## config.mk

```make
export PLATFORM = sky130hd
export DESIGN_NAME = uart_rx_multi_operand
export DESIGN_NICKNAME = d
export VERILOG_FILES = /design/src/rtl/uart_rx_multi_operand.sv
export SDC_FILE = /design/constraint.sdc
export NUM_CORES = 1
export LEC_CHECK = 0
export BUFFER_PORTS_ARGS = -buffer_cell sky130_fd_sc_hd__buf_2
export CAP_MARGIN = 40
export CORE_MARGIN = 1.5
export CORE_UTILIZATION = 64
export DETAILED_ROUTE_END_ITERATION = 10
export GPL_ROUTABILITY_DRIVEN = 0
export PLACE_DENSITY = 0.85
export SLEW_MARGIN = 30
export SYNTH_ARGS = -nofsm -noshare
export SYNTH_HDL_FRONTEND = slang
export SYNTH_SLANG_ARGS = --single-unit
```

## constraint.sdc

```tcl
create_clock -name i_clk -period 6.5 [get_ports i_clk]
set_clock_uncertainty 0.2 [all_clocks]
set_input_delay 0.975 -clock i_clk [delete_from_list [all_inputs] [get_ports i_clk]]
set_output_delay 0.975 -clock i_clk [all_outputs]
set_load 0.05 [all_outputs]
```

## src/rtl/uart_rx_multi_operand.sv

```systemverilog
// UART receiver packing NUM_OPERANDS big-endian operands; o_data/o_done update one cycle after the last stop sample.
// No backpressure: every completed packet overwrites o_data, so the consumer must take it on the o_done pulse.
module uart_rx_multi_operand #(
  parameter int SIZE_DATA     = 32,
  parameter int NUM_OPERANDS  = 2,
  parameter int OVER_SAMPLING = 16,
  parameter int SIZE_BAUD     = 24,
  parameter bit PARITY_EN     = 1'b0,
  parameter bit PARITY_ODD    = 1'b0
) (
  input  logic                              i_clk,
  input  logic                              i_rst,
  input  logic                              i_rx_en,
  input  logic [SIZE_BAUD-1:0]              i_baud_div,
  input  logic                              i_rx_data,
  input  logic                              i_clear,
  output logic [NUM_OPERANDS*SIZE_DATA-1:0] o_data,
  output logic                              o_done,
  output logic                              o_busy,
  output logic                              o_frame_err,
  output logic                              o_parity_err
);

  localparam int BPO = SIZE_DATA / 8;
  localparam int NB  = NUM_OPERANDS * BPO;
  localparam int W   = NUM_OPERANDS * SIZE_DATA;
  localparam int JW  = (NB > 1) ? $clog2(NB) : 1;
  localparam int SW  = $clog2(OVER_SAMPLING);
  localparam int OW  = $clog2(W);
  localparam logic [SW-1:0] S_HALF = SW'(OVER_SAMPLING / 2 - 1);
  localparam logic [SW-1:0] S_LAST = SW'(OVER_SAMPLING - 1);
  localparam logic [JW-1:0] J_LAST = JW'(NB - 1);

  typedef enum logic [2:0] {ST_IDLE, ST_START, ST_DATA, ST_PARITY, ST_STOP} state_t;

  state_t               r_state, w_state_nxt;
  logic [SIZE_BAUD-1:0] r_baud_cnt, r_baud_div;
  logic [1:0]           r_sync;
  logic [SW-1:0]        r_s, w_s_nxt;
  logic [2:0]           r_bit, w_bit_nxt;
  logic [7:0]           r_shift, w_shift_nxt;
  logic                 r_par_bad, w_par_bad_nxt;
  logic [JW-1:0]        r_j;
  logic [W-1:0]         r_shadow, w_shadow_upd, r_data;
  logic                 r_done, r_frame_err, r_parity_err;
  logic                 w_tick, w_line, w_byte_ok, w_byte_err, w_ferr_set, w_perr_set;
  logic [31:0]          w_j32;
  logic [OW-1:0]        w_off;

  assign w_tick = (r_baud_cnt == r_baud_div);
  assign w_line = r_sync[1];

  // Divisor is latched at the wrap so a mid-period change cannot skip the compare.
  always_ff @(posedge i_clk) begin
    if (i_rst) begin
      r_baud_cnt <= '0;
      r_baud_div <= '0;
    end else if (w_tick) begin
      r_baud_cnt <= '0;
      r_baud_div <= i_baud_div;
    end else begin
      r_baud_cnt <= r_baud_cnt + 1'b1;
    end
  end

  always_comb begin
    w_state_nxt   = r_state;
    w_s_nxt       = r_s;
    w_bit_nxt     = r_bit;
    w_shift_nxt   = r_shift;
    w_par_bad_nxt = r_par_bad;
    w_byte_ok     = 1'b0;
    w_byte_err    = 1'b0;
    w_ferr_set    = 1'b0;
    w_perr_set    = 1'b0;
    case (r_state)
      ST_IDLE: begin
        if (i_rx_en && !w_line) begin
          w_state_nxt = ST_START;
          w_s_nxt     = '0;
        end
      end
      ST_START: begin
        if (w_tick) begin
          if (r_s == S_HALF) begin
            w_state_nxt = w_line ? ST_IDLE : ST_DATA;
            w_s_nxt     = '0;
            w_bit_nxt   = '0;
          end else begin
            w_s_nxt = r_s + 1'b1;
          end
        end
      end
      ST_DATA: begin
        if (w_tick) begin
          if (r_s == S_LAST) begin
            w_shift_nxt = {w_line, r_shift[7:1]};
            w_s_nxt     = '0;
            if (r_bit == 3'd7) begin
              w_state_nxt   = PARITY_EN ? ST_PARITY : ST_STOP;
              w_par_bad_nxt = 1'b0;
            end else begin
              w_bit_nxt = r_bit + 1'b1;
            end
          end else begin
            w_s_nxt = r_s + 1'b1;
          end
        end
      end
      ST_PARITY: begin
        if (w_tick) begin
          if (r_s == S_LAST) begin
            w_par_bad_nxt = (w_line != ((^r_shift) ^ PARITY_ODD));
            w_s_nxt       = '0;
            w_state_nxt   = ST_STOP;
          end else begin
            w_s_nxt = r_s + 1'b1;
          end
        end
      end
      ST_STOP: begin
        if (w_tick) begin
          if (r_s == S_LAST) begin
            w_s_nxt     = '0;
            w_state_nxt = ST_IDLE;
            w_ferr_set  = !w_line;
            w_perr_set  = r_par_bad;
            w_byte_ok   = w_line && !r_par_bad;
            w_byte_err  = !w_line || r_par_bad;
          end else begin
            w_s_nxt = r_s + 1'b1;
          end
        end
      end
      default: w_state_nxt = ST_IDLE;
    endcase
  end

  // Byte j lands in operand j/BPO, first byte of an operand in its MSB.
  always_comb begin
    w_j32        = 32'(r_j);
    w_off        = OW'((w_j32 / BPO) * SIZE_DATA + (BPO - 1 - (w_j32 % BPO)) * 8);
    w_shadow_upd = r_shadow;
    w_shadow_upd[w_off +: 8] = r_shift;
  end

  always_ff @(posedge i_clk) begin
    if (i_rst) begin
      r_state      <= ST_IDLE;
      r_sync       <= 2'b11;
      r_s          <= '0;
      r_bit        <= '0;
      r_shift      <= '0;
      r_par_bad    <= 1'b0;
      r_j          <= '0;
      r_shadow     <= '0;
      r_data       <= '0;
      r_done       <= 1'b0;
      r_frame_err  <= 1'b0;
      r_parity_err <= 1'b0;
    end else begin
      r_sync    <= {r_sync[0], i_rx_data};
      r_state   <= w_state_nxt;
      r_s       <= w_s_nxt;
      r_bit     <= w_bit_nxt;
      r_shift   <= w_shift_nxt;
      r_par_bad <= w_par_bad_nxt;
      r_done    <= 1'b0;
      if (w_byte_ok) begin
        r_shadow <= w_shadow_upd;
        if (r_j == J_LAST) begin
          r_data <= w_shadow_upd;
          r_done <= 1'b1;
          r_j    <= '0;
        end else begin
          r_j <= r_j + 1'b1;
        end
      end else if (w_byte_err) begin
        r_j <= '0;
      end
      if (w_ferr_set)   r_frame_err  <= 1'b1;
      else if (i_clear) r_frame_err  <= 1'b0;
      if (w_perr_set)   r_parity_err <= 1'b1;
      else if (i_clear) r_parity_err <= 1'b0;
    end
  end

  assign o_data       = r_data;
  assign o_done       = r_done;
  assign o_busy       = (r_state != ST_IDLE) || (r_j != '0);
  assign o_frame_err  = r_frame_err;
  assign o_parity_err = r_parity_err;

endmodule

```

======== After elaboration in Yosys (flattened, before gate mapping) ========
Index checks and enable logic that the tools add are counted.
operators by class
  reductions and logical operators ........ 25
  equality and inequality tests ........... 22
  muxes and demuxes ....................... 50
  add/subtract/negate cells ............... 7
  bitwise gates (word level) .............. 1
  magnitude comparators ................... 0
  multiply operators ...................... 0
  divide/modulo/power cells ............... 0
  shift-type cells ........................ 2
operator list
  kind                                                                    number
  64-bit bitwise mux                                                      1
  8-bit by 8-bit variable shift with 64-bit output, first input constant  1
  8-bit by 8-bit indexed part select with 64-bit output                   1
  3-bit two-way mux                                                       18
  24-bit by 1-bit adder with 24-bit output, second input constant         1
  24-bit == test                                                          1
  2-bit inequality test, second input constant                            11
  1-bit two-way mux                                                       21
  4-bit two-way mux                                                       5
  3-bit one-hot mux with 5 select lines                                   1
  4-bit one-hot mux with 3 select lines                                   1
  6-bit AND reduction                                                     2
  10-bit AND reduction                                                    1
  2-bit nonzero test                                                      5
  3-bit == test, second input constant                                    3
  3-bit nonzero test                                                      3
  6-bit negation with 8-bit output                                        1
  8-bit XOR reduction                                                     1
  3-bit by 1-bit adder with 3-bit output, second input constant           2
  6-bit adder                                                             1
  3-bit by 2-bit == test with 1-bit output, second input constant         2
  3-bit one-hot mux with 2 select lines                                   1
  4-bit by 1-bit adder with 4-bit output, second input constant           1
  4-bit by 3-bit == test with 1-bit output, second input constant         1
  17 further kinds                                                        21
word-level totals
  bits of input ports ..................... 29
  ROM bits ................................ 0
  latch bits .............................. 0
  memories kept ........................... 0
  RAM bits ................................ 0
  flip-flop bits (word level) ............. 203
  output and inout port bits .............. 68

======== Depth between registers and ports, before layout ========
  word-level depth ........................ 7
  mapped depth ............................ 9
  mapped depth without buffers ............ 7

======== Worst setup path after synthesis ========
No wires, ideal clock.
  kind .................................... register to register
  start point ............................. register r_j[0]
  end point ............................... register r_shadow[0]
  cell stages (with the launch flop) ...... 9
  setup time .............................. 0.072 ns
  setup slack ............................. 3.793 ns
  period minus slack after synthesis ...... 2.707 ns
  arrival ................................. 2.435 ns
  cell sequence ........................... dfxtp_1 ha_1 ha_1 clkbuf_1 nor2b_1 nand4_1 or3_1 nor3_4 mux2i_1
on the way
  cells in the longest elaborated chain, start to end .. 5
  elaborated cells on any way between the ends .. 6
  classes of those cells .................. add/sub: 3; shift: 2; mux: 1
RTL lines
  element                                                                                                                    RTL line  source
  start, declared                                                                                                            43        logic [JW-1:0] r_j;
  start signal, assigned                                                                                                     176       r_j <= r_j + 1'b1;
  2-bit by 2-bit subtractor with 3-bit output *                                                                              142       w_off = OW'((w_j32 / BPO) * SIZE_DATA + (BPO - 1 - (w_j32 % BPO)) * 8);
  6-bit adder *                                                                                                              142
  6-bit negation with 8-bit output *                                                                                         144       w_shadow_upd[w_off +: 8] = r_shift;
  8-bit by 8-bit indexed part select with 64-bit output or 8-bit by 8-bit variable shift with 64-bit output (tied branches)  144
  64-bit bitwise mux *                                                                                                       144
  end signal, assigned                                                                                                       170       r_shadow <= w_shadow_upd;
  end, declared                                                                                                              44        logic [W-1:0] r_shadow, w_shadow_upd, r_data;
Mark *: on every way between the ends. The rest lies on a longest branch, timed or not.
A chain may end at the register's enable or synchronous reset.

======== Final worst setup path ========
  start point ............................. register r_j[0]
  end point ............................... register r_data[32], in the netlist o_data[32]
on the way
  cells in the longest elaborated chain, start to end .. 5
  elaborated cells on any way between the ends .. 8
  classes of those cells .................. add/sub: 3; eq/ne: 1; shift: 2; mux: 1; reduce/logical: 1
RTL lines
  element                                                                                                                    RTL line  source
  2-bit by 2-bit subtractor with 3-bit output                                                                                142
  6-bit adder                                                                                                                142
  6-bit negation with 8-bit output                                                                                           144
  8-bit by 8-bit indexed part select with 64-bit output or 8-bit by 8-bit variable shift with 64-bit output (tied branches)  144
  64-bit bitwise mux                                                                                                         144
  end signal, assigned                                                                                                       172       r_data <= w_shadow_upd;
  end, declared                                                                                                              44
Parallel ways exist; a longest one is shown, timed or not.

==> impl_summary.txt <==
----------------------------------------------------
[Timing]
  Total Negative Setup Slacks ... 0 ps
  Actual slew at the worst max-slew pin ... 778.4 ps
  Final Cycle Share ... 0.4993
  Worst slew margin relative to its limit ... 0.4798
  RSZ-0062 raised after global routing ... no
  Max Freq ... 308.1 MHz
  Shortest period the worst path allows ... 3245 ps
  Setup-violating endpoint count in the final report ... 0
  Number of pins exceeding their max-slew limit in the final report ... 0
  Number of hold violations in the final report ... 0

[Worst setup path]
  Required arrival time at the worst endpoint ... 6730 ps
  Most used cell along the critical path ... sky130_fd_sc_hd__ha_1
  Startpoint class of the critical path ... register
  Maximum net fanout on the critical path ... 45
  Arrival @ worst endpoint ... 3470 ps
  Kind of critical path ... reg -> reg
  Setup slack, reg-to-reg ... 3250 ps
  Worst reg2reg path depth ... 8
  Longest individual stage delay on the worst path ... 550 ps
  Critical Path, Cell by Cell ... ha_1, ha_1, inv_1, nor4_1, and3_2, buf_4, nand3_1, a21oi_1
  Critical register-to-register path startpoint ... r_j[0]
  Critical Path Slowest Stage Cell ... sky130_fd_sc_hd__and3_2
  Crit path launch ... r_j[0]
  Element type at the critical path end ... register
  RR Endpoint ... o_data[32]

[Pwr]
  Sequential share of power ... 0.363
  Combinational fraction of design power ... 0.307
  Net switching power of the design ... 1404 uW
  Total internal power ... 2267 uW
  Power density over the cells ... 334.0 nW/um2
  IR drop worst, VDD ... 0.3046 mV
  Reported leakage power ... 0.004478 uW
  Switching part of the total power ... 0.3824
  Clock share of power ... 0.330

[Die]
  Die Area ... 16050 um2
  Number of placement rows ... 45
  Y dimension of the die ... 126.7 um
  Die Span X ... 126.7 um
  Io pins ... 97
  Starting density of the core ... 0.6488
  Core area ... 15090 um2

[CTS]
  Level count of the clock H-tree ... 1
  CTS buffer count ... 22
  CTS tree ... yes
  Root buffer cell ... sky130_fd_sc_hd__clkbuf_16
  Hold Buf Count CTS ... 0
  Clock sinks ... 203
  Maximum clock insertion buffer count ... 3
  Number of gates given a new drive strength after cts ... 0
  Clock insertion delay at the later pin of the skew report ... 500 ps
  Post-CTS setup repair buffer count ... 0
  Clock-pin slew reported for the worst setup and hold paths after clock tree synthesis ... 60 ps

[Finish]
  Final core area utilization ... 0.7284
  Area of the multi-input gates ... 5358 um2
  Sequential cell area in the final layout ... 4064 um2
  Signed area change from the synthesized netlist to the final layout ... 12.26%
  Filler cell count in the final layout ... 1117
  Number of diodes added for antenna fixing ... 0
  Layout Nets ... 1163
  Fraction of layout cells with a size suffix above 1 ... 0.1932

[Synth]
  Commonest cells in the netlist ... 203 x sky130_fd_sc_hd__dfxtp_1, 107 x sky130_fd_sc_hd__nand3_1, 103 x sky130_fd_sc_hd__nand2b_1
  Ys Warns ... 0
  Cell accounting for the most synthesized area ... sky130_fd_sc_hd__dfxtp_1
  Fraction of synthesis flops using an asynchronous set or reset pin ... 0
  Mapped Nets ... 1113
  Post-Syn Instances ... 1073
  Fraction of synthesized cell area taken by the top area cell type ... 0.4151
  Dominant cells by area after synthesis ... sky130_fd_sc_hd__dfxtp_1 42%, sky130_fd_sc_hd__mux2i_1 7.7%, sky130_fd_sc_hd__mux2_2 7.4%
  Number of distinct library cell variants in the gate-level netlist after synthesis ... 55
  Flip-flop and latch count after synthesis ... 203
  Average size of a mapped cell ... 9.125 um2
  Count of flip-flops with a built-in enable after synthesis ... 0
  Netlist area before placement ... 9791 um2
  Most common cell in the netlist ... sky130_fd_sc_hd__dfxtp_1
  Sequential area share after synthesis ... 0.4151
  Most instantiated flip-flop cell in the synthesis netlist ... sky130_fd_sc_hd__dfxtp_1

[GRT]
  Global-route wire length before repair ... 38.55 mm
  Aggregate global-route resource usage ... 0.2918
  Maximum number of pins on one net before global-route repair ... 93
  Total congestion overflow ... 0
  Vias in the first global route ... 7691
  Initial antenna violation count ... 0

[Place]
  Port buffer count ... 96
  Detail Placement HPWL ... 14.88 mm

[Routing]
  Detail-routed via count per cell ... 6.121
  Total wire length ... 23.76 mm
  Total vias in the final route ... 8122
  Pre-Repair DR Iteration Count ... 5
  Post-route antenna net violation count ... 0
  DR iter-0 viols ... 569
  Average detailed-routed wire length per instance ... 17.91 um
  # DRC ... 0

[Outcome]
  Result of the run ... finished clean

[Run]
  Number of maximum-capacitance constraint violations ... 0

[Min path]
  Hold EP ... r_sync[1]
  Hold Crit Class ... reg -> reg
  Number of cells on the worst hold path ... 1
  Startpoint of the lowest-slack hold path ... r_sync[0]

----------------------------------------------------
[how the worst max path moves through the flow]
stage               slack [ps]            to  cells past startpoint
detailed placement        3370    o_data[32]                      8
global placement          3250  r_shadow[44]                      5
CTS                       3340    o_data[32]                      8
finish                    3250    o_data[32]                      8
floorplan                 3790   r_shadow[0]                      8
global route              3040    o_data[32]                      8
[layout by cell type (no fill, tap or decap), drive strengths merged, types with 2 or more instances in the layout]
| cell type | n |
|---|---|
| inv | 13 |
| nand3b | 5 |
| nor4 | 17 |
| nand4 | 8 |
| nand3 | 107 |
| buf | 107 |
| nand2b | 103 |
| nor3 | 10 |
| a21oi | 93 |
| o21ai | 95 |
| or2 | 5 |
| xnor2 | 21 |
| clkbuf | 34 |
| dfxtp | 203 |
| and3 | 2 |
| nor2 | 32 |
| and4 | 4 |
| mux2i | 75 |
| or3b | 2 |
| mux2 | 66 |
| and2 | 26 |
| or3 | 8 |
| nand2 | 16 |
| nor2b | 8 |
| clkinv | 4 |
| o31ai | 5 |
| ha | 11 |
| a31oi | 2 |
| or4 | 7 |
| nand4b | 3 |
| xor2 | 32 |
[logic make-up (layout without fill, tap and decap cells)]
kind of cell | Yosys count | in the layout | synth area share
adder cells (fa/ha/maj) | 11 | 11 | 0.01406
multiplexers | 141 | 141 | 0.1526
AO/OA/AOI/OAI | 206 | 206 | 0.1105
flip-flops | 203 | 203 | 0.4151
buffers and inverters | 94 | 160 | 0.03936
AND/OR/NAND/NOR | 365 | 365 | 0.2210
XOR/XNOR | 53 | 53 | 0.04741
[layout make-up]
type	count	share of cell area
multi-input combinational	776	0.4875
sequential	203	0.3698
clock buffer	34	0.05795
timing repair buffer	107	0.05373
tap	188	0.02140
clock inverter	6	0.005237
inverter	13	0.004440
[metrics by stage]
stage	hold WS (ps)	instance area (um2)	power (uW)	setup slack [ps]	std cells
5_1_grt	216.8	10990	3831	3042	1327
2_1_floorplan	189.5	9791	2195	3793	1073
3_5_place_dp	194.2	10280	2456	3366	1286
3_3_place_gp	196.3	10250	2391	3253	1284
4_1_cts	209.3	10980	3650	3335	1326
6_report	208.9	10990	3671	3255	1327
[registers in the layout, summed over array words and instances, names as in the netlist]
name and count:
o_parity_err 1, r_baud_cnt 24, r_j 3, r_bit 3, o_data 64, r_shift 8, r_s 4, r_baud_div 24
r_par_bad 1, r_shadow 64, r_sync 2, r_state 3, o_done 1, o_frame_err 1
[routing by layer]
| metal | part of all wire | track usage | up-vias |
|---|---|---|---|
| met2 | 0.47 | 0.4825 | 250 |
| met3 | 0.057 | 0.04007 | 61 |
| met5 | 0 | 0 | - |
| met1 | 0.44 | 0.3918 | 3917 |
| met4 | 0.036 | 0.1090 | 0 |
| li1 | - | - | 3894 |
[critical path, delay by kind of cell, from the launching register on]
family	cells	cell delay (ps)
simple gates	3	1230
flops	1	480
compound gates	1	200
buf+inv	2	580
fa+ha+maj	2	460
[power by group through the flow]
stage               Sequential (uW)  Combinational (uW)  Clock (uW)
detailed placement             1360                1100           0
finish                         1330                1130        1210
global route                   1340                1220        1280
CTS                            1330                1100        1220
global placement               1350                1040           0
floorplan                      1350                 848           0
No activity file was read; power rests on OpenSTA's default activity.
